<file path="src/rtl/rgb_fade_pkg.sv">
// Shared types and constants for the three-channel RGB PWM fader.
package rgb_fade_pkg;

  localparam int unsigned LEVEL_W_DEF = 8;

  typedef enum logic {
    IDLE = 1'b0,
    FADE = 1'b1
  } fade_state_t;

  localparam int unsigned CH_R = 0;
  localparam int unsigned CH_G = 1;
  localparam int unsigned CH_B = 2;
  localparam int unsigned N_CH = 3;

endpackage

</file>
<file path="src/rtl/rgb_fade_channel.sv">
// One colour channel: level register with +/-1 stepper, period-aligned
// shadow duty register and registered PWM comparator.
module rgb_fade_channel
  import rgb_fade_pkg::*;
#(
  parameter int unsigned LEVEL_W = LEVEL_W_DEF
) (
  input  logic               clk,
  input  logic               rst,
  input  logic               step_en,
  input  logic [LEVEL_W-1:0] target,
  input  logic [LEVEL_W-1:0] pcnt,
  input  logic               pcnt_wrap,
  output logic [LEVEL_W-1:0] level,
  output logic               at_target,
  output logic               pwm
);

  logic [LEVEL_W-1:0] duty;

  always_ff @(posedge clk or posedge rst) begin
    if (rst) begin
      level <= '0;
      duty  <= '0;
      pwm   <= 1'b0;
    end else begin
      if (step_en) begin
        if (level < target)
          level <= level + 1'b1;
        else if (level > target)
          level <= level - 1'b1;
      end
      // Duty only changes at the period boundary so a period is never split.
      if (pcnt_wrap)
        duty <= level;
      pwm <= (pcnt < duty);
    end
  end

  assign at_target = (level == target);

endmodule

</file>
<file path="src/rtl/rgb_pwm_fader.sv">
// Three-channel PWM generator with linear fading toward handshaked targets;
// drives the PWM inputs of the iCE40 SB_RGBA_DRV.
module rgb_pwm_fader
  import rgb_fade_pkg::*;
#(
  parameter int unsigned FADE_LOG2 = 16,
  parameter int unsigned LEVEL_W   = LEVEL_W_DEF
) (
  input  logic               clk,
  input  logic               rst,
  input  logic [LEVEL_W-1:0] tgt_r,
  input  logic [LEVEL_W-1:0] tgt_g,
  input  logic [LEVEL_W-1:0] tgt_b,
  input  logic               tgt_valid,
  output logic               tgt_ready,
  output logic               busy,
  output logic               done,
  output logic               pwm_r,
  output logic               pwm_g,
  output logic               pwm_b,
  output logic [LEVEL_W-1:0] level_r,
  output logic [LEVEL_W-1:0] level_g,
  output logic [LEVEL_W-1:0] level_b
);

  fade_state_t          state;
  logic [FADE_LOG2-1:0] presc;
  logic [LEVEL_W-1:0]   pcnt;
  logic                 tick;
  logic                 pcnt_wrap;
  logic                 step_en;
  logic                 accept;

  logic [LEVEL_W-1:0] tgt_in [N_CH];
  logic [LEVEL_W-1:0] tgt_q  [N_CH];
  logic [LEVEL_W-1:0] level  [N_CH];
  logic [N_CH-1:0]    at_tgt;
  logic [N_CH-1:0]    near;
  logic [N_CH-1:0]    differs;
  logic [N_CH-1:0]    pwm;

  assign tgt_in[CH_R] = tgt_r;
  assign tgt_in[CH_G] = tgt_g;
  assign tgt_in[CH_B] = tgt_b;

  assign tick      = &presc;
  assign pcnt_wrap = &pcnt;
  assign step_en   = (state == FADE) && tick;
  assign tgt_ready = ~busy;
  assign accept    = tgt_valid & tgt_ready;

  for (genvar ch = 0; ch < N_CH; ch++) begin : g_ch
    logic [LEVEL_W:0] lv_x;
    logic [LEVEL_W:0] tg_x;

    rgb_fade_channel #(.LEVEL_W(LEVEL_W)) u_chan (
      .clk       (clk),
      .rst       (rst),
      .step_en   (step_en),
      .target    (tgt_q[ch]),
      .pcnt      (pcnt),
      .pcnt_wrap (pcnt_wrap),
      .level     (level[ch]),
      .at_target (at_tgt[ch]),
      .pwm       (pwm[ch])
    );

    // Widened compare: the channel lands on its target with this step, so
    // the FSM can release busy in the same cycle the last level updates.
    assign lv_x        = {1'b0, level[ch]};
    assign tg_x        = {1'b0, tgt_q[ch]};
    assign near[ch]    = at_tgt[ch] || (lv_x + 1'b1 == tg_x) || (tg_x + 1'b1 == lv_x);
    assign differs[ch] = (tgt_in[ch] != level[ch]);
  end

  always_ff @(posedge clk or posedge rst) begin
    if (rst) begin
      presc <= '0;
      pcnt  <= '0;
    end else begin
      presc <= presc + 1'b1;
      pcnt  <= pcnt + 1'b1;
    end
  end

  always_ff @(posedge clk or posedge rst) begin
    if (rst) begin
      state <= IDLE;
      busy  <= 1'b0;
      done  <= 1'b0;
      for (int unsigned i = 0; i < N_CH; i++)
        tgt_q[i] <= '0;
    end else begin
      done <= 1'b0;
      case (state)
        IDLE: begin
          if (accept) begin
            for (int unsigned i = 0; i < N_CH; i++)
              tgt_q[i] <= tgt_in[i];
            if (|differs) begin
              state <= FADE;
              busy  <= 1'b1;
            end else begin
              done <= 1'b1;
            end
          end
        end
        FADE: begin
          if (tick && (&near)) begin
            state <= IDLE;
            busy  <= 1'b0;
            done  <= 1'b1;
          end
        end
        default: begin
          state <= IDLE;
          busy  <= 1'b0;
        end
      endcase
    end
  end

  assign pwm_r   = pwm[CH_R];
  assign pwm_g   = pwm[CH_G];
  assign pwm_b   = pwm[CH_B];
  assign level_r = level[CH_R];
  assign level_g = level[CH_G];
  assign level_b = level[CH_B];

endmodule
</file>
<file path="config.mk">
export PLATFORM = sky130hd
export DESIGN_NAME = rgb_pwm_fader
export DESIGN_NICKNAME = d
export VERILOG_FILES = /design/src/rtl/rgb_fade_pkg.sv /design/src/rtl/rgb_fade_channel.sv /design/src/rtl/rgb_pwm_fader.sv
export SDC_FILE = /design/constraint.sdc
export NUM_CORES = 1
export LEC_CHECK = 0
export BUFFER_PORTS_ARGS = -buffer_cell sky130_fd_sc_hd__buf_4
export CORE_AREA = 2 2 149 151
export CTS_BUF_LIST = sky130_fd_sc_hd__clkbuf_2
export CTS_CLUSTER_DIAMETER = 80
export DETAILED_ROUTE_END_ITERATION = 10
export DIE_AREA = 0 0 151 153
export SLEW_MARGIN = 15
export SYNTH_ARGS = -nofsm -noshare
export SYNTH_HDL_FRONTEND = slang
export SYNTH_HIERARCHICAL = 1
export SYNTH_SLANG_ARGS = --single-unit
export TNS_END_PERCENT = 10
</file>
<file path="constraint.sdc">
create_clock -name clk -period 6.73 [get_ports clk]
set_input_delay 1.346 -clock clk [delete_from_list [all_inputs] [get_ports clk]]
set_output_delay 1.346 -clock clk [all_outputs]
set_load 0.02 [all_outputs]
</file>
; ---- Word level (Yosys, flattened, before mapping)
; Cells that the tools add are included.
[totals]
elab_cells = 96
out_inout_bits = 30
ff_bits = 102
[op_classes]
addsub = 14
reduce_logical = 20
bitwise = 3
order_cmp = 9
muxes = 18
eq_ne = 15
[op_table]
columns = operator, count
row1 = $add 8x1->9 const B, 6
row2 = $eq 9x8->1, 6
row3 = $lt 8x8->1, 6
row4 = $mux 8, 6
row5 = $add 8x1->8 const B, 4
row6 = $eq 8x8->1, 3
row7 = $gt 8x8->1, 3
row8 = $ne 8x8->1, 3
row9 = $sub 8x1->8 const B, 3
row10 = $add 16x1->16 const B, 1
row11 = $reduce_and 16->1, 1
row12 = $mux 1, 9
row13 = $reduce_and 2->1, 4
row14 = $reduce_and 8->1, 1
row15 = $logic_or 1x1->1, 6
row16 = $pmux 1 s2, 3
row17 = $reduce_and 3->1, 2
row18 = $reduce_bool 2->1, 3
row19 = $ne 2x2->1 const B, 2
row20 = $reduce_or 3->1, 1
row21 = $logic_and 1x1->1, 2
row22 = $ne 2x1->1 const B, 1
row23 = $not 1->1, 2
row24 = $and 1x1->1, 1

; ---- Depth between registers and ports, before layout
; Gate-level depths: netlist (run 1).
[depth]
ltp_word = 8
ltp_mapped = 13
depth_no_buf = 13

; ---- Cells and area by module
; Netlist (run 1), hierarchy kept.
[by_module_without_submodules]
columns = mod, cells_each, seq_area_each_um2, area_each_um2, instances
row1 = rgb_pwm_fader, 392, 1276.2, 3694.8, 1
row2 = rgb_fade_channel, 129, 425.4, 1227.4, 3

; ---- Worst setup path after synthesis (run 1)
; Ideal clock, no wire load.
[synth_timing]
path_type = flip-flop to flip-flop
from = reg g_ch[2].u_chan.level[1]
to = reg g_ch[2].u_chan.level[6]
path_buffers = 0
stages_incl_launch_ff = 13
setup_slack_ns = 3.614
synth_period_minus_slack_ns = 3.116
arrival_time_ns = 2.991
cell_sequence = dfrtp_1 ha_1 nor2b_1 o211ai_1 a21oi_1 or2_2 fa_1 a21o_1 a21oi_2 o21bai_1 a21oi_2 xnor2_1 mux2_4
[synth_between]
elab_chain_cells = 3
word_cells_on_any_way = 8
[synth_rtl]
columns = item, line
row1 = start: declaration, rgb_fade_channel.sv:14  ; output logic [LEVEL_W-1:0] level,
row2 = start signal: assignment, rgb_fade_channel.sv:29  ; level <= level + 1'b1;
row3 = start signal: assignment, rgb_fade_channel.sv:31  ; level <= level - 1'b1;
row4 = $sub 8x1->8 (tied with other cells), rgb_fade_channel.sv:31
row5 = $mux 8 / $reduce_bool 2->1 (equally long branches), n/a
row6 = $mux 8 / $reduce_and 2->1 (equally long branches), n/a
; Parallel ways exist; a longest one is shown, timed or not. The select of a mux whose other input is x is not followed.
; A chain may end at the register's enable or synchronous reset.

; ---- Final worst setup path (run 1)
[layout_timing]
from = reg g_ch[1].u_chan.level[1]
to = reg g_ch[1].u_chan.level[6]
[layout_between]
elab_chain_cells = 3
word_cells_on_any_way = 8
[layout_rtl]
columns = item, line
row1 = start: declaration, rgb_fade_channel.sv:14
row2 = start signal: assignment, rgb_fade_channel.sv:29
row3 = start signal: assignment, rgb_fade_channel.sv:31
row4 = $sub 8x1->8 (tied with other cells), rgb_fade_channel.sv:31
row5 = $mux 8 / $reduce_bool 2->1 (equally long branches), n/a
row6 = $mux 8 / $reduce_and 2->1 (equally long branches), n/a
; Parallel ways exist; a longest one is shown, timed or not. The select of a mux whose other input is x is not followed.

==> results of run 1 <==
==> worst paths after layout <==
path | to | cells past startpoint | slack (ns)
max in group asynchronous | pcnt[6]$_DFF_PP0_ | 3 | 5.38
worst max-delay path | g_ch[1].u_chan/level[6]$_DFFE_PP0P_ | 12 | 3.44
worst max register to register | g_ch[1].u_chan/level[6]$_DFFE_PP0P_ | 12 | 3.44
worst min-delay path | presc[0]$_DFF_PP0_ | 1 | 0.49
min in group asynchronous | g_ch[1].u_chan/pwm$_DFF_PP0_ | 2 | 0.75
worst min register to register | presc[0]$_DFF_PP0_ | 1 | 0.49
==> cell usage after synthesis (all sizes together) (3+ instances only) <==
library cell and instances:
a21oi 40, o22ai 3, inv 65, buf 11, fa 3, dfrtp 102
ha 71, a311oi 4, o21bai 7, a211oi 8, mux2 34, clkbuf 12
or4 3, o211a 5, nand2b 4, nor2b 9, and3 5, and4 3
nor3 9, xnor2 78, o21a 6, a22oi 3, nand3 33, or2 6
a31oi 8, o211ai 5, xor2 30, nor2 34, a21o 15, o21ai 52
nor4 3, nand4 23, nand3b 5, nand2 54
==> power groups by stage <==
stage / clock network (mW) / registers (mW) / logic [mW]
after detailed placement: 0 / 0.624 / 0.0407
after global placement: 0 / 0.624 / 0.0406
final: 0.323 / 0.615 / 0.0394
after floorplan: 0 / 0.624 / 0.0155
after CTS: 0.343 / 0.615 / 0.0407
after global routing: 0.363 / 0.616 / 0.0441
==> worst register-to-register path, cell delays in order, from the launching register on <==
cell,delay [ns]
sky130_fd_sc_hd__dfrtp_1,0.71
sky130_fd_sc_hd__ha_1,0.34
sky130_fd_sc_hd__nor2b_1,0.13
sky130_fd_sc_hd__o211ai_1,0.21
sky130_fd_sc_hd__a21oi_1,0.13
sky130_fd_sc_hd__or2_2,0.37
sky130_fd_sc_hd__fa_1,0.43
sky130_fd_sc_hd__a21o_1,0.19
sky130_fd_sc_hd__a21oi_2,0.16
sky130_fd_sc_hd__o21bai_1,0.09
sky130_fd_sc_hd__a21oi_2,0.15
sky130_fd_sc_hd__xnor2_1,0.07
sky130_fd_sc_hd__mux2_4,0.25
==> cell type report <==
type	instances	area [um2]	share of cell area, %
flip-flops and latches	102	2550	31.2
well taps	280	350	4.28
clock buffers	9	45.0	0.550
clock inverters	7	80.1	0.978
multi-input cells	589	4460	54.5
diodes	1	2.50	0.0306
repair buffers	60	450	5.50
inverters	65	244	2.98
==> kinds of logic after synthesis <==
logic type	Yosys count	share of synthesized area [%]
compound gates	169	15.0
xor+xnor	109	13.1
fa+ha+maj	75	13.0
buf+inv	88	4.88
flops	102	34.6
mux	35	5.48
simple gates	201	13.9
==> flip-flops by register name, indices dropped and copies added, names as in the netlist, 3 cells and up <==
register	cells
g_ch.tg_x	24
g_ch.u_chan/level	24
presc	16
pcnt	8
g_ch.u_chan/duty	24
g_ch.u_chan/pwm	3
==> routing by layer <==
metal / global-route usage (%) / vias up / wire length [um]
met5: 0 / - / 0
met4: 3.78 / 0 / 271
met3: 4.06 / 20 / 897
met2: 24.6 / 107 / 7940
met1: 23.6 / 2750 / 8730
li1: - / 2859 / -
==> impl.org, run 1 <==
** Layout
- Most frequent standard cell in the layout excluding fill and tap cells :: sky130_fd_sc_hd__dfrtp_1
- Of the cells placed in the final design, the portion with a size suffix greater than 1 is 15.6%.
- In the layout the commonest cells are sky130_fd_sc_hd__dfrtp_1, sky130_fd_sc_hd__xnor2_1, sky130_fd_sc_hd__ha_1, sky130_fd_sc_hd__inv_1, sky130_fd_sc_hd__buf_4.
- Final Cell Area :: 8190 um2
- The final layout contains 928 nets.
- Layout overhead on the synthesized area :: 11.0%
- After filler insertion, the fill cell instance count of the layout stands at 2,203.
- For this run, the share of the core covered by cells in the final layout is 38.1%.
- Cell Count, Final, Fillers Out :: 1,113

** Clocking
- The number of hold buffers added after CTS was 0.
- Post-CTS timing repair inserted 0 buffers for setup.
- The clock tree synthesis step divided the H-tree into 3 levels.
- In this run, post-CTS repair resized a total of 0 instances.
- Number of clock sinks :: 102
- Buffers inserted during clock tree synthesis total 9.
- Clk_lat worst skew :: 0.66 ns
- TritonCTS clock tree :: yes
- Clock Tree Root :: sky130_fd_sc_hd__clkbuf_2
- Clock input transition at the sequential cells of the worst setup and hold paths :: 0.31 ns
- Number of buffers between clock root and the deepest sink :: 2

** Synthesis
- Leading post-synthesis cells by cell area :: sky130_fd_sc_hd__dfrtp_1, sky130_fd_sc_hd__ha_1, sky130_fd_sc_hd__xnor2_1
- The synthesized netlist occupies a cell area of 7380 um2.
- Top flip-flop cell by instance count after synthesis :: sky130_fd_sc_hd__dfrtp_1
- Yosys mapped the design onto 63 distinct sky130hd cell types.
- Cell type with the highest aggregate area in the netlist :: sky130_fd_sc_hd__dfrtp_1
- Yosys warns :: 6
- Sequential cells were found to cover 34.6% of the synthesized design area.
- Syn nets :: 880
- Average size of a mapped cell :: 9.47 um2
- Counting flops and latches in the post-synthesis netlist gives 102.
- Post-synthesis instance total :: 779
- Area share of the largest cell type after synthesis :: 34.6%
- In this run, synthesis inferred 0 flip-flops with an integrated enable.
- Async set-or-reset flop fraction in the synthesized netlist :: 100%

** Setup path
- Data arrival time at the worst-slack endpoint :: 3.89 ns
- The cell family contributing the most delay on the critical path is compound AO/OA/AOI/OAI gates.
- The worst setup path is captured at a flip-flop.
- Walking the worst path, the cells encountered are ha_1, nor2b_1, o211ai_1, a21oi_1, or2_2, fa_1, a21o_1, a21oi_2, o21bai_1, a21oi_2, xnor2_1, mux2_4.
- For this run, the slowest stage of the critical path takes 0.71 ns.
- The most critical setup path has its startpoint at g_ch[1].u_chan/level[1]$_DFFE_PP0P_.
- Reg-to-Reg Start :: g_ch[1].u_chan/level[1]$_DFFE_PP0P_
- Critical path's slowest cell :: sky130_fd_sc_hd__dfrtp_1
- STA classifies the critical path startpoint as a flip-flop.
- Critical path class :: reg2reg
- Worst path most repeated cell :: sky130_fd_sc_hd__a21oi_2
- Required time of the critical path :: 7.33 ns
- Maximum fanout along the worst path :: 10
- Critical path buffer and inverter count :: 0

** Power
- For this design the static power due to leakage is 3.75 nW.
- Power spread over the standard cell area amounts to 119 nW/um2.
- Internal power comes to 721 uW.
- Summed over all nets, the switching power comes to 257 uW.
- Worst vdd ir :: 0.0939 mV
- Switching part of the total :: 26.2%
- Summing internal, switching and leakage power gives 978 uW.
- Of the total power, registers draw 62.9%.
- Combinational group share of total power :: 4.0%
- Clock network power share :: 33.1%

** Placed design
- OpenSTA, run right after detailed placement, puts the worst setup slack at 3.46 ns.
- Post-Place Cell Area :: 8060 um2
- At the end of routability-driven placement, the weighted congestion stood at 0.834.
- Final HPWL DP :: 13,300 um
- Port-buffer cells :: 56
- The number of placed instances, taps included, is 1,096.

** Die
- Measured along the y axis, the die boundary spans 153 um.
- For this configuration, the core starts out at a cell density of 34.3%.
- Die area :: 23,100 um2
- Area of the placeable core :: 21,500 um2
- Core Rows :: 54
- Die extent in x :: 151 um
- 57 I/O pins were placed.

** Drt
- DRC viols :: 0
- Detailed-route wire length :: 17,800 um
- First-pass detailed-route iteration total :: 5
- Summing over every cut layer, the via total after detailed routing is 5,736.
- Post-DR wirelength/cell :: 16.0 um
- Remaining antenna violation count :: 0
- In this run, the number of DRC markers left after iteration 0 of detailed routing was 345.
- Avg Vias per Cell :: 5.15

** Global routing
- Global-route wire length before repair :: 29,900 um
- Antenna violations before repair :: 1
- Global routing finished with a remaining overflow of 0.
- Global routing used 16.3% of the available tracks across all layers.
- Number of global-route vias before repair :: 5,583
- Entering global routing, the biggest net connects 52 pins.

** Hold path
- The min-delay analysis places its worst path in the category reg2reg.
- Min-delay src :: presc[0]$_DFF_PP0_

** Status
- The flow ran to the end, and the final reports show no timing, DRC or antenna violations.

** STA
- Once routing completed, OpenROAD measured the worst setup slack at 3.44 ns.
- At the pin with the least slew margin, the transition time is 0.779 ns.
- Min Clock Period, post-route :: 3.29 ns
- Final setup viols :: 0
- Final number of hold-violating endpoints :: 0
- Final clock period utilization by the worst path :: 48.9%
- Fin Clk Skew :: 0.0549 ns
- Max-slew violations :: 0
- The tightest hold path in the finished design has a slack of 0.492 ns.
- The worst pin sits at a relative slew slack of 48.0%.
- Highest achievable clock rate :: 304 MHz
- Setup repair after global routing missed its margin :: no
- Setup total negative slack on the finished layout was measured at 0 ns.

** Run
- Max-cap violation count :: 0
(Power assumes the default switching activity.)
==> run 2, diff against run 1 <==
ABC_AREA = 1   (was default)
CORE_AREA = 2 2 154 156   (was 2 2 149 151)
DIE_AREA = 0 0 156 158   (was 0 0 151 153)
clock period = 2.7 ns   (was 6.73 ns; I/O delays follow)
==> run 2 against run 1 <==
Non-clock buffer count is 37 higher; power increased by 140%; largest power group unchanged; utilization grew 1.5 points; synthesized area is 7.7% higher; highest routed layer unchanged; final cell count grew 34%; setup slack lost 3.2 ns; sequential power up 150%.
==> impl.org, run 2 <==
** Setup path
- Worst-path cell chain: inv_1, ha_1, a21o_1, nor2_4, nand2_4, ha_1, a21oi_1, nand2_1, nand2_1, nand3_1, nand2_1, nand2_1, nor2_1, nand2_1, nand2_1 (was ha_1, nor2b_1, o211ai_1, a21oi_1, or2_2, fa_1, a21o_1, a21oi_2, o21bai_1, a21oi_2, xnor2_1, mux2_4).
- Category of the worst setup path capture point :: flip-flop (unchanged)
- The critical path class is reg2reg (unchanged).
- The maximum cell stage delay along the critical path was 0.52 ns (was 0.71 ns).
- Critical Path Source Type :: flip-flop (unchanged)
- The critical-path cell with the highest stage delay is sky130_fd_sc_hd__dfrtp_1 (unchanged).
- Worst path most repeated cell :: sky130_fd_sc_hd__nand2_1 (was sky130_fd_sc_hd__a21oi_2)
- Data arrival time at the worst-slack endpoint :: 3.15 ns (was 3.89 ns)
- Maximum fanout along the worst path :: 9 (was 10)
- Required time of the critical path :: 3.34 ns (was 7.33 ns)

** Layout
- Number of fillers in the final layout :: 2,357 (was 2,203)
- Share of final-layout standard cells stronger than drive strength 1 :: 15.9% (was 15.6%)
- Combined area of the multi-input logic cells :: 4740 um2 (was 4460 um2)
- Commonest cells after routing, fill and taps aside: sky130_fd_sc_hd__nand2_1, sky130_fd_sc_hd__inv_1, sky130_fd_sc_hd__dfrtp_1, sky130_fd_sc_hd__buf_4, sky130_fd_sc_hd__nand3_1 (was sky130_fd_sc_hd__dfrtp_1, sky130_fd_sc_hd__xnor2_1, sky130_fd_sc_hd__ha_1, sky130_fd_sc_hd__inv_1, sky130_fd_sc_hd__buf_4).
- The final standard cell count with taps included and fillers excluded came to 1,496 (was 1,113).
- The most common cell after layout, fill and taps aside was sky130_fd_sc_hd__nand2_1 (was sky130_fd_sc_hd__dfrtp_1).
- Layout overhead on the synthesized area :: 15.0% (was 11.0%)
- Number of nets in the final layout :: 1,301 (was 928)
- Area taken by flip-flops and latches :: 2550 um2 (about the same)

** Drt
- The post-detailed-route wirelength per cell was 13.6 um (was 16.0 um).
- Remaining antenna violation count :: 0 (unchanged)
- Routed vias :: 7,025 (was 5,736)
- The number of vias per cell is 4.70 (was 5.15).
- DRC viols :: 0 (unchanged)
- Detailed-route wire length :: 20,300 um (was 17,800 um)
- First-pass detailed-route iteration total :: 5 (unchanged)
- Number of DRC markers in iteration 0 :: 359 (was 345)

** Power
- Leak pwr :: 4.82 nW (was 3.75 nW)
- Worst vdd ir :: 0.138 mV (was 0.0939 mV)
- P per Cell Area :: 260 nW/um2 (was 119 nW/um2)
- The power consumption was 2.37 mW (was 978 uW).

** STA
- Fin worst setup slack :: 0.198 ns (was 3.44 ns)
- The aggregate negative setup slack came to 0 ns (unchanged).
- The count of endpoints failing setup in the final report was 0 (unchanged).
- The slew at the pin closest to its max-slew limit came to 0.733 ns (was 0.779 ns).
- The worst clock skew on the final layout is 0.0473 ns (was 0.0549 ns).
- The count of final hold-check violations was 0 (unchanged).
- The tightest slew margin relative to the limit is 51.1% (was 48.0%).
- Setup repair after global routing missed its margin :: no (unchanged)
- The time the final worst path needs with I/O delays and setup came to 2.50 ns (was 3.29 ns).
- The tightest hold margin is 0.0782 ns (was 0.492 ns).
- Final clock period utilization by the worst path :: 92.7% (was 48.9%)
- The final-report max-slew violation count came to 0 (unchanged).
- Highest achievable clock rate :: 400 MHz (was 304 MHz)

** Clocking
- Num CTS Buffers :: 9 (unchanged)
- The worst-skew pair later-pin latency was 0.66 ns (about the same).
- Number of clock sinks :: 102 (unchanged)
- H-tree levels :: 3 (unchanged)
- The buffer depth of the longest clock path came to 2 (unchanged).
- TritonCTS clock tree :: yes (unchanged)
- Clock input transition at the sequential cells of the worst setup and hold paths :: 0.34 ns (was 0.31 ns)
- The root buffer cell is sky130_fd_sc_hd__clkbuf_2 (unchanged).

** Placed design
- Final HPWL DP :: 15,600 um (was 13,300 um)
- The number of placed cells counting well taps is 1,476 (was 1,096).
- Port-buffer cells :: 56 (unchanged)
- The worst setup timing slack at the placement stage is 0.231 ns (was 3.46 ns).
- The final RePlAce weighted congestion is 0.844 (was 0.834).

** Die
- Height of the die :: 158 um (was 153 um)
- The cell row count is 56 (was 54).
- Area of the placeable core :: 23,100 um2 (was 21,500 um2)
- Top-Level Pins :: 57 (unchanged)
- The area enclosed by the die boundary came to 24,600 um2 (was 23,100 um2).
- Die extent in x :: 156 um (was 151 um)
- The effective utilization at floorplan is 34.5% (was 34.3%).

** Synthesis
- The share of the synthesized area in the top cell type was 32.1% (was 34.6%).
- The commonest register cell after synthesis is sky130_fd_sc_hd__dfrtp_1 (unchanged).
- The post-synthesis cell count is 1,103 (was 779).
- The register bit count reported by yosys came to 102 (unchanged).
- The cell type contributing the most total cell area after synthesis is sky130_fd_sc_hd__dfrtp_1 (unchanged).
- Syn nets :: 1,204 (was 880)
- The share of synthesized registers carrying an async set or reset is 100% (unchanged).
- The Yosys warning count was 6 (unchanged).
- The netlist area before placement was 7950 um2 (was 7380 um2).
- Number of unique standard cell types used by synthesis :: 36 (was 63)
- Sequential area share after synthesis :: 32.1% (was 34.6%)
- Leading post-synthesis cells by cell area: sky130_fd_sc_hd__dfrtp_1, sky130_fd_sc_hd__nand2_1, sky130_fd_sc_hd__ha_1 (was sky130_fd_sc_hd__dfrtp_1, sky130_fd_sc_hd__ha_1, sky130_fd_sc_hd__xnor2_1).
- Top post-synthesis cells by count :: sky130_fd_sc_hd__nand2_1, sky130_fd_sc_hd__inv_1, sky130_fd_sc_hd__dfrtp_1, sky130_fd_sc_hd__nand3_1, sky130_fd_sc_hd__nor2_1 (was sky130_fd_sc_hd__dfrtp_1, sky130_fd_sc_hd__xnor2_1, sky130_fd_sc_hd__ha_1, sky130_fd_sc_hd__inv_1, sky130_fd_sc_hd__nand2_1)
- Average size of a mapped cell :: 7.20 um2 (was 9.47 um2)
- Count of flip-flops with a built-in enable after synthesis :: 0 (unchanged)
- Dominant cell by count in the synthesized netlist :: sky130_fd_sc_hd__nand2_1 (was sky130_fd_sc_hd__dfrtp_1)

** Run
- The max-cap violation count was 0 (unchanged).

** Global routing
- The global-route wire length before repair was 33,100 um (was 29,900 um).
- Combined global-route utilization of all metal layers :: 17.0% (was 16.3%)
- The number of antenna violations at the first check in global routing is 1 (unchanged).
- The via count of the first global-routing pass is 6,579 (was 5,583).
- Maximum number of pins on one net before global-route repair :: 36 (was 52)
- The total congestion overflow came to 0 (unchanged).

** Status
- Result of the run: completed (unchanged).

** Hold path
- The class of the tightest hold or removal check was in2reg (was reg2reg).
## run 2: through the flow
step	instance area (um2)	util (%)
final	9140	39.6
after global routing	9140	39.6
after CTS	9050	39.3
after detailed placement	8940	38.8
after global placement	8940	38.8
after floorplan	7950	-
## run 2: worst paths after layout
kind                                              from                             endpoint  slack [ns]  depth (start not counted)
max                        g_ch[2].tg_x[7]$_DFFE_PP0P_  g_ch[2].u_chan/level[7]$_DFFE_PP0P_        0.20                         15
min                                           tgt_r[2]          g_ch[0].tg_x[2]$_DFFE_PP0P_        0.08                          3
max reg2reg                g_ch[2].tg_x[7]$_DFFE_PP0P_  g_ch[2].u_chan/level[7]$_DFFE_PP0P_        0.20                         15
min reg2reg                         presc[0]$_DFF_PP0_                   presc[0]$_DFF_PP0_        0.48                          1
max in group asynchronous                          rst  g_ch[1].u_chan/level[3]$_DFFE_PP0P_        1.65                          3
min in group asynchronous                          rst                    pcnt[5]$_DFF_PP0_        0.44                          3
## run 2: per-layer routing
metal,wire length (um),vias to the layer above,GRT usage (%)
met3,701,25,2.96
met2,9250,130,27.6
met5,0,-,0
li1,-,3675,-
met1,9980,3195,23.3
met4,411,0,4.89
## run 2: what timing repair did
item / in CTS / in global routing
resized for setup: 0 / 7
setup buffers: 0 / 1
setup endpoints to repair: 0 / 4
endpoints found under the hold margin: 43 / 1
hold buffers: 1 / 1
## run 2: logic make-up (layout without fill, tap and decap cells)
| logic type | Yosys count | after routing | synth area share (%) |
|---|---|---|---|
| DFF | 102 | 102 | 32.1 |
| buffers and inverters | 179 | 281 | 9.09 |
| adders and majority gates | 74 | 74 | 11.9 |
| other | 0 | 1 | 0 |
| xor gates and xnor gates | 59 | 59 | 6.50 |
| and+or+nand+nor | 564 | 564 | 31.6 |
| AOI/OAI and AO/OA | 125 | 125 | 8.79 |
## run 2: final cells by class
cell class                      instances  share of cell area, %
Antenna cell                            1                 0.0274
Clock buffer                            9                  0.493
Clock inverter                          7                  0.616
Inverter                              168                   6.90
Multi-Input combinational cell        822                   51.9
Sequential cell                       102                   28.0
Tap cell                              290                   3.97
Timing Repair Buffer                   97                   8.16
## run 2: power by group
part,total (mW),switching (mW),internal (mW)
clock network,0.741,0.604,0.136
logic,0.0999,0.0591,0.0408
registers,1.53,0,1.53
## run 2: worst max-delay path: cells and delay by family, from the launching register on
kind | cells | cell delay [ns]
AND/OR/NAND/NOR | 10 | 0.88
flip-flops | 1 | 0.52
AO/OA/AOI/OAI | 2 | 0.36
adder cells (fa/ha/maj) | 2 | 0.65
buffers and inverters | 1 | 0.07
==> run 3, diff against run 2 <==
CORE_AREA = 2 2 151 153   (was 2 2 154 156)
DIE_AREA = 0 0 153 155   (was 0 0 156 158)
SYNTH_HIERARCHICAL = default   (was 1)
==> run 3 against run 2 <==
Global-route usage rose by 0.55 points; die area fell by 3.8%; design area rose by 3.1%; combinational power barely moved; power rose by 1.8%; clock skew rose by 0.0013 ns; first-iteration DRC count rose by 33%; non-clock buffer count rose by 56; critical path depth fell by 3; hold slack improved by 0.032 ns; clock-buffer cell count rose by 2; critical path type unchanged; largest cell class unchanged; largest power group unchanged.
==> impl.org, run 3 <==
** Synthesis
- The net count after synthesis came to 1,143 (was 1,204).
- Sequential area share after synthesis :: 33.7% (was 32.1%)
- The Yosys warning count is 0 (was 6).
- Number of flip-flops and latches in the synthesized netlist :: 102 (unchanged)
- The synthesized-area fraction occupied by xor and xnor cells was 6.94% (was 6.50%).
- The number of different library cells in the post-synthesis netlist came to 40 (was 36).
- Cell type with the highest aggregate area in the netlist :: sky130_fd_sc_hd__dfrtp_1 (unchanged)
- The commonest register cell after synthesis is sky130_fd_sc_hd__dfrtp_1 (unchanged).
- The netlist area before placement is 7570 um2 (was 7950 um2).
- Leading post-synthesis cells by cell area :: sky130_fd_sc_hd__dfrtp_1, sky130_fd_sc_hd__nand2_1, sky130_fd_sc_hd__ha_1 (unchanged)
- The dominant combinational cell family by area after synthesis is simple AND/OR/NAND/NOR gates (unchanged).
- Multiplexer fraction of the synthesized cell area :: 0.347% (was 0%)
- Post-synthesis adder-cell area fraction :: 12.5% (was 11.9%)
- The most instantiated library cell after synthesis is sky130_fd_sc_hd__nand2_1 (unchanged).
- The area fraction in and, or, nand and nor cells after synthesis was 27.7% (was 31.6%).
- Compound-cell area share of the yosys netlist :: 10.2% (was 8.79%)
- The per-instance average area after synthesis is 7.27 um2 (was 7.20 um2).
- Async set-or-reset flop fraction in the synthesized netlist :: 100% (unchanged)
- Count of flip-flops with a built-in enable after synthesis :: 0 (unchanged)
- The post-synthesis cell count came to 1,042 (was 1,103).
- Top post-synthesis cells by count :: sky130_fd_sc_hd__nand2_1, sky130_fd_sc_hd__inv_1, sky130_fd_sc_hd__dfrtp_1, sky130_fd_sc_hd__nand3_1, sky130_fd_sc_hd__ha_1 (was sky130_fd_sc_hd__nand2_1, sky130_fd_sc_hd__inv_1, sky130_fd_sc_hd__dfrtp_1, sky130_fd_sc_hd__nand3_1, sky130_fd_sc_hd__nor2_1)
- Area share of the largest cell type after synthesis :: 33.7% (was 32.1%)

** Clocking
- Clock input transition at the sequential cells of the worst setup and hold paths :: 0.28 ns (was 0.34 ns)
- Clk_lat worst skew :: 0.63 ns (was 0.66 ns)
- The CTS tree is yes (unchanged).
- The count of H-tree levels built during CTS was 3 (unchanged).
- Clock Tree Root :: sky130_fd_sc_hd__clkbuf_2 (unchanged)
- The number of buffers added by the clock tree synthesis step came to 9 (unchanged).
- The buffer depth of the longest clock path is 2 (unchanged).
- Number of clock sinks :: 102 (unchanged)

** Global routing
- Antenna violations before repair :: 1 (unchanged)
- Maximum number of pins on one net before global-route repair :: 46 (was 36)
- Global-route wire length before repair :: 33,900 um (was 33,100 um)
- Remaining global-route overflow :: 0 (unchanged)
- Number of global-route vias before repair :: 6,800 (was 6,579)
- Combined global-route utilization of all metal layers :: 17.5% (was 17.0%)

** Layout
- Share of the core filled with cells :: 42.4% (was 39.6%)
- Commonest cells after routing, fill and taps aside: sky130_fd_sc_hd__nand2_1, sky130_fd_sc_hd__buf_4, sky130_fd_sc_hd__inv_1, sky130_fd_sc_hd__dfrtp_1, sky130_fd_sc_hd__nand3_1 (was sky130_fd_sc_hd__nand2_1, sky130_fd_sc_hd__inv_1, sky130_fd_sc_hd__dfrtp_1, sky130_fd_sc_hd__buf_4, sky130_fd_sc_hd__nand3_1).
- The most common cell after layout, fill and taps aside is sky130_fd_sc_hd__nand2_1 (unchanged).
- Combined area of the multi-input logic cells :: 4660 um2 (was 4740 um2)
- The growth of design area from synthesis to finish is 24.4% (was 15.0%).
- Share of final-layout standard cells stronger than drive strength 1 :: 19.6% (was 15.9%)
- The post-layout net count is 1,287 (was 1,301).
- Cell Count, Final, Fillers Out :: 1,477 (was 1,496)
- The sequential standard cell area was 2550 um2 (about the same).
- Number of fillers in the final layout :: 2,242 (was 2,357)

** Setup path
- The depth of the worst register-to-register path was 12 (was 15).
- Data arrival time at the worst-slack endpoint :: 3.18 ns (was 3.15 ns)
- Required time of the critical path :: 3.25 ns (was 3.34 ns)
- Worst R2R End :: g_ch[0].u_chan.level[7]$_DFFE_PP0P_ (was g_ch[2].u_chan/level[7]$_DFFE_PP0P_)
- Reg-to-Reg Start :: g_ch[0].tg_x[5]$_DFFE_PP0P_ (was g_ch[2].tg_x[7]$_DFFE_PP0P_)
- Critical path class :: reg2reg (unchanged)
- The endpoint class of the critical path is a flip-flop (unchanged).
- The register-to-register setup slack is 0.07 ns (was 0.20 ns).
- Critical Path Source Type :: flip-flop (unchanged)
- The maximum net fanout on the critical path is 6 (was 9).

** Power
- The combinational group share of total power was 4.3% (was 4.2%).
- Overall power consumption :: 2.42 mW (was 2.37 mW)
- Leak pwr :: 4.63 nW (was 4.82 nW)
- Switching part of the total :: 25.5% (was 27.9%)
- The power density over the cells is 257 nW/um2 (was 260 nW/um2).
- The proportion of power drawn by flip-flops and latches was 63.4% (was 64.6%).
- The power share of the clock group was 32.3% (was 31.2%).
- Switching power :: 617 uW (was 663 uW)
- Worst vdd ir :: 0.143 mV (was 0.138 mV)
- Int Power :: 1.80 mW (was 1.71 mW)

** Drt
- The DRC violation total after the first TritonRoute iteration came to 479 (was 359).
- Avg Vias per Cell :: 4.79 (was 4.70)
- The total vias in the final route was 7,070 (was 7,025).
- Post-DR wirelength/cell :: 13.9 um (was 13.6 um)
- The residual antenna-violating net count after detailed routing is 0 (unchanged).
- The final routed wirelength across all metal layers was 20,600 um (was 20,300 um).
- First-pass detailed-route iteration total :: 5 (unchanged)
- DRC viols :: 0 (unchanged)

** Die
- Core Rows :: 55 (was 56)
- Top-Level Pins :: 57 (unchanged)
- The die boundary width came to 153 um (was 156 um).
- Height of the die :: 155 um (was 158 um)
- Die area :: 23,700 um2 (was 24,600 um2)
- The area inside the core boundary is 22,200 um2 (was 23,100 um2).
- Initial core utilization :: 34.1% (was 34.5%)

** Status
- Result of the run :: completed (unchanged)

** Hold path
- Hold EP :: g_ch[0].tg_x[0]$_DFFE_PP0P_ (was g_ch[0].tg_x[2]$_DFFE_PP0P_)
- The class of the tightest hold or removal check was in2reg (unchanged).
- Min-delay src :: tgt_r[0] (was tgt_r[2])
- Cells on Worst Hold Path :: 3 (unchanged)

** Placed design
- Weighted congestion reported at the end of routability-driven placement :: 0.892 (was 0.844)
- The worst setup timing slack at the placement stage is -0.108 ns (was 0.231 ns).
- Final HPWL DP :: 15,800 um (was 15,600 um)
- The number of placed cells counting well taps came to 1,449 (was 1,476).
- Port-buffer cells :: 56 (unchanged)

** STA
- The final worst-path setup slack is 0.0657 ns (was 0.198 ns).
- Final setup viols :: 0 (unchanged)
- Total negative slack for setup checks :: 0 ns (unchanged)
- Setup repair after global routing missed its margin :: yes (was no)
- The final-report max-slew violation count is 0 (unchanged).
- The upper clock frequency limit is 380 MHz (was 400 MHz).
- Final clock period utilization by the worst path :: 97.6% (was 92.7%)
- The tightest slew margin relative to the limit came to 48.2% (was 51.1%).
- Min Clock Period, post-route :: 2.63 ns (was 2.50 ns)
- The slew at the pin closest to its max-slew limit came to 0.773 ns (was 0.733 ns).
- Final number of hold-violating endpoints :: 0 (unchanged)
- Fin Clk Skew :: 0.0486 ns (was 0.0473 ns)

** Run
- The max-cap violation count came to 0 (unchanged).
-- run 3: power by group through the flow --
stage                     Combinational (mW)  Sequential, mW  Clock (mW)
after floorplan                       0.0422            1.56           0
after global placement                 0.103            1.56           0
after detailed placement               0.104            1.56           0
after CTS                              0.105            1.53       0.820
after global routing                   0.116            1.53       0.878
final                                  0.103            1.53       0.782
-- run 3: worst max-delay path, cell delays in order, from the launching register on --
cell	delay, ns
sky130_fd_sc_hd__dfrtp_1	0.46
sky130_fd_sc_hd__inv_1	0.09
sky130_fd_sc_hd__ha_1	0.29
sky130_fd_sc_hd__nand2_1	0.07
sky130_fd_sc_hd__a21oi_1	0.08
sky130_fd_sc_hd__nor3b_2	0.23
sky130_fd_sc_hd__nand2_4	0.12
sky130_fd_sc_hd__buf_4	0.17
sky130_fd_sc_hd__ha_1	0.33
sky130_fd_sc_hd__a21oi_1	0.08
sky130_fd_sc_hd__o211a_1	0.24
sky130_fd_sc_hd__xor2_1	0.16
sky130_fd_sc_hd__mux2_4	0.26
-- run 3: stage by stage --
step / hold slack (ns) / cell area, um2
after CTS: 0.0539 / 9050
after detailed placement: 0.458 / 8920
after floorplan: 0.422 / 7580
after global placement: 0.446 / 8920
after global routing: 0.0867 / 9420
final: 0.110 / 9420
-- run 3: kinds of logic after synthesis --
kind of cell / after synthesis
and+or+nand+nor: 496
buffers and inverters: 167
AOI/OAI and AO/OA: 141
DFF: 102
adders and majority gates: 74
xor gates and xnor gates: 60
muxes: 2
-- run 3: worst max path at each step --
stage	start	endpoint	cells past startpoint
after floorplan	g_ch[1].u_chan.level[5]$_DFFE_PP0P_	g_ch[1].u_chan.level[6]$_DFFE_PP0P_	14
after global placement	g_ch[1].u_chan.level[5]$_DFFE_PP0P_	g_ch[1].u_chan.level[6]$_DFFE_PP0P_	14
after detailed placement	g_ch[1].u_chan.level[5]$_DFFE_PP0P_	g_ch[1].u_chan.level[5]$_DFFE_PP0P_	13
after CTS	g_ch[2].tg_x[6]$_DFFE_PP0P_	g_ch[2].u_chan.level[6]$_DFFE_PP0P_	15
after global routing	g_ch[1].tg_x[1]$_DFFE_PP0P_	g_ch[1].u_chan.level[5]$_DFFE_PP0P_	16
final	g_ch[0].tg_x[5]$_DFFE_PP0P_	g_ch[0].u_chan.level[7]$_DFFE_PP0P_	12
-- run 3: area by class of cell --
type | instances | area share [%]
tap | 285 | 3.78
clock buffer | 11 | 0.584
inverter | 147 | 5.90
clock inverter | 5 | 0.611
multi-input combinational | 773 | 49.5
timing repair buffer | 153 | 12.5
antenna | 1 | 0.0266
sequential | 102 | 27.1
-- run 3: what timing repair did --
action / in CTS / in global routing
pin swaps: 0 / 20
endpoints found under the setup margin: 7 / 14
gates cloned: 0 / 0
hold endpoints to repair: 25 / 0
hold buffers: 1 / 0
gates resized for setup: 4 / 53
buffers inserted: 0 / 10
-- run 3: per-layer routing --
metal	wire (um)	track usage, %
met1	10000	24.4
met2	9470	28.5
met3	558	1.87
met4	541	6.44
met5	0	0
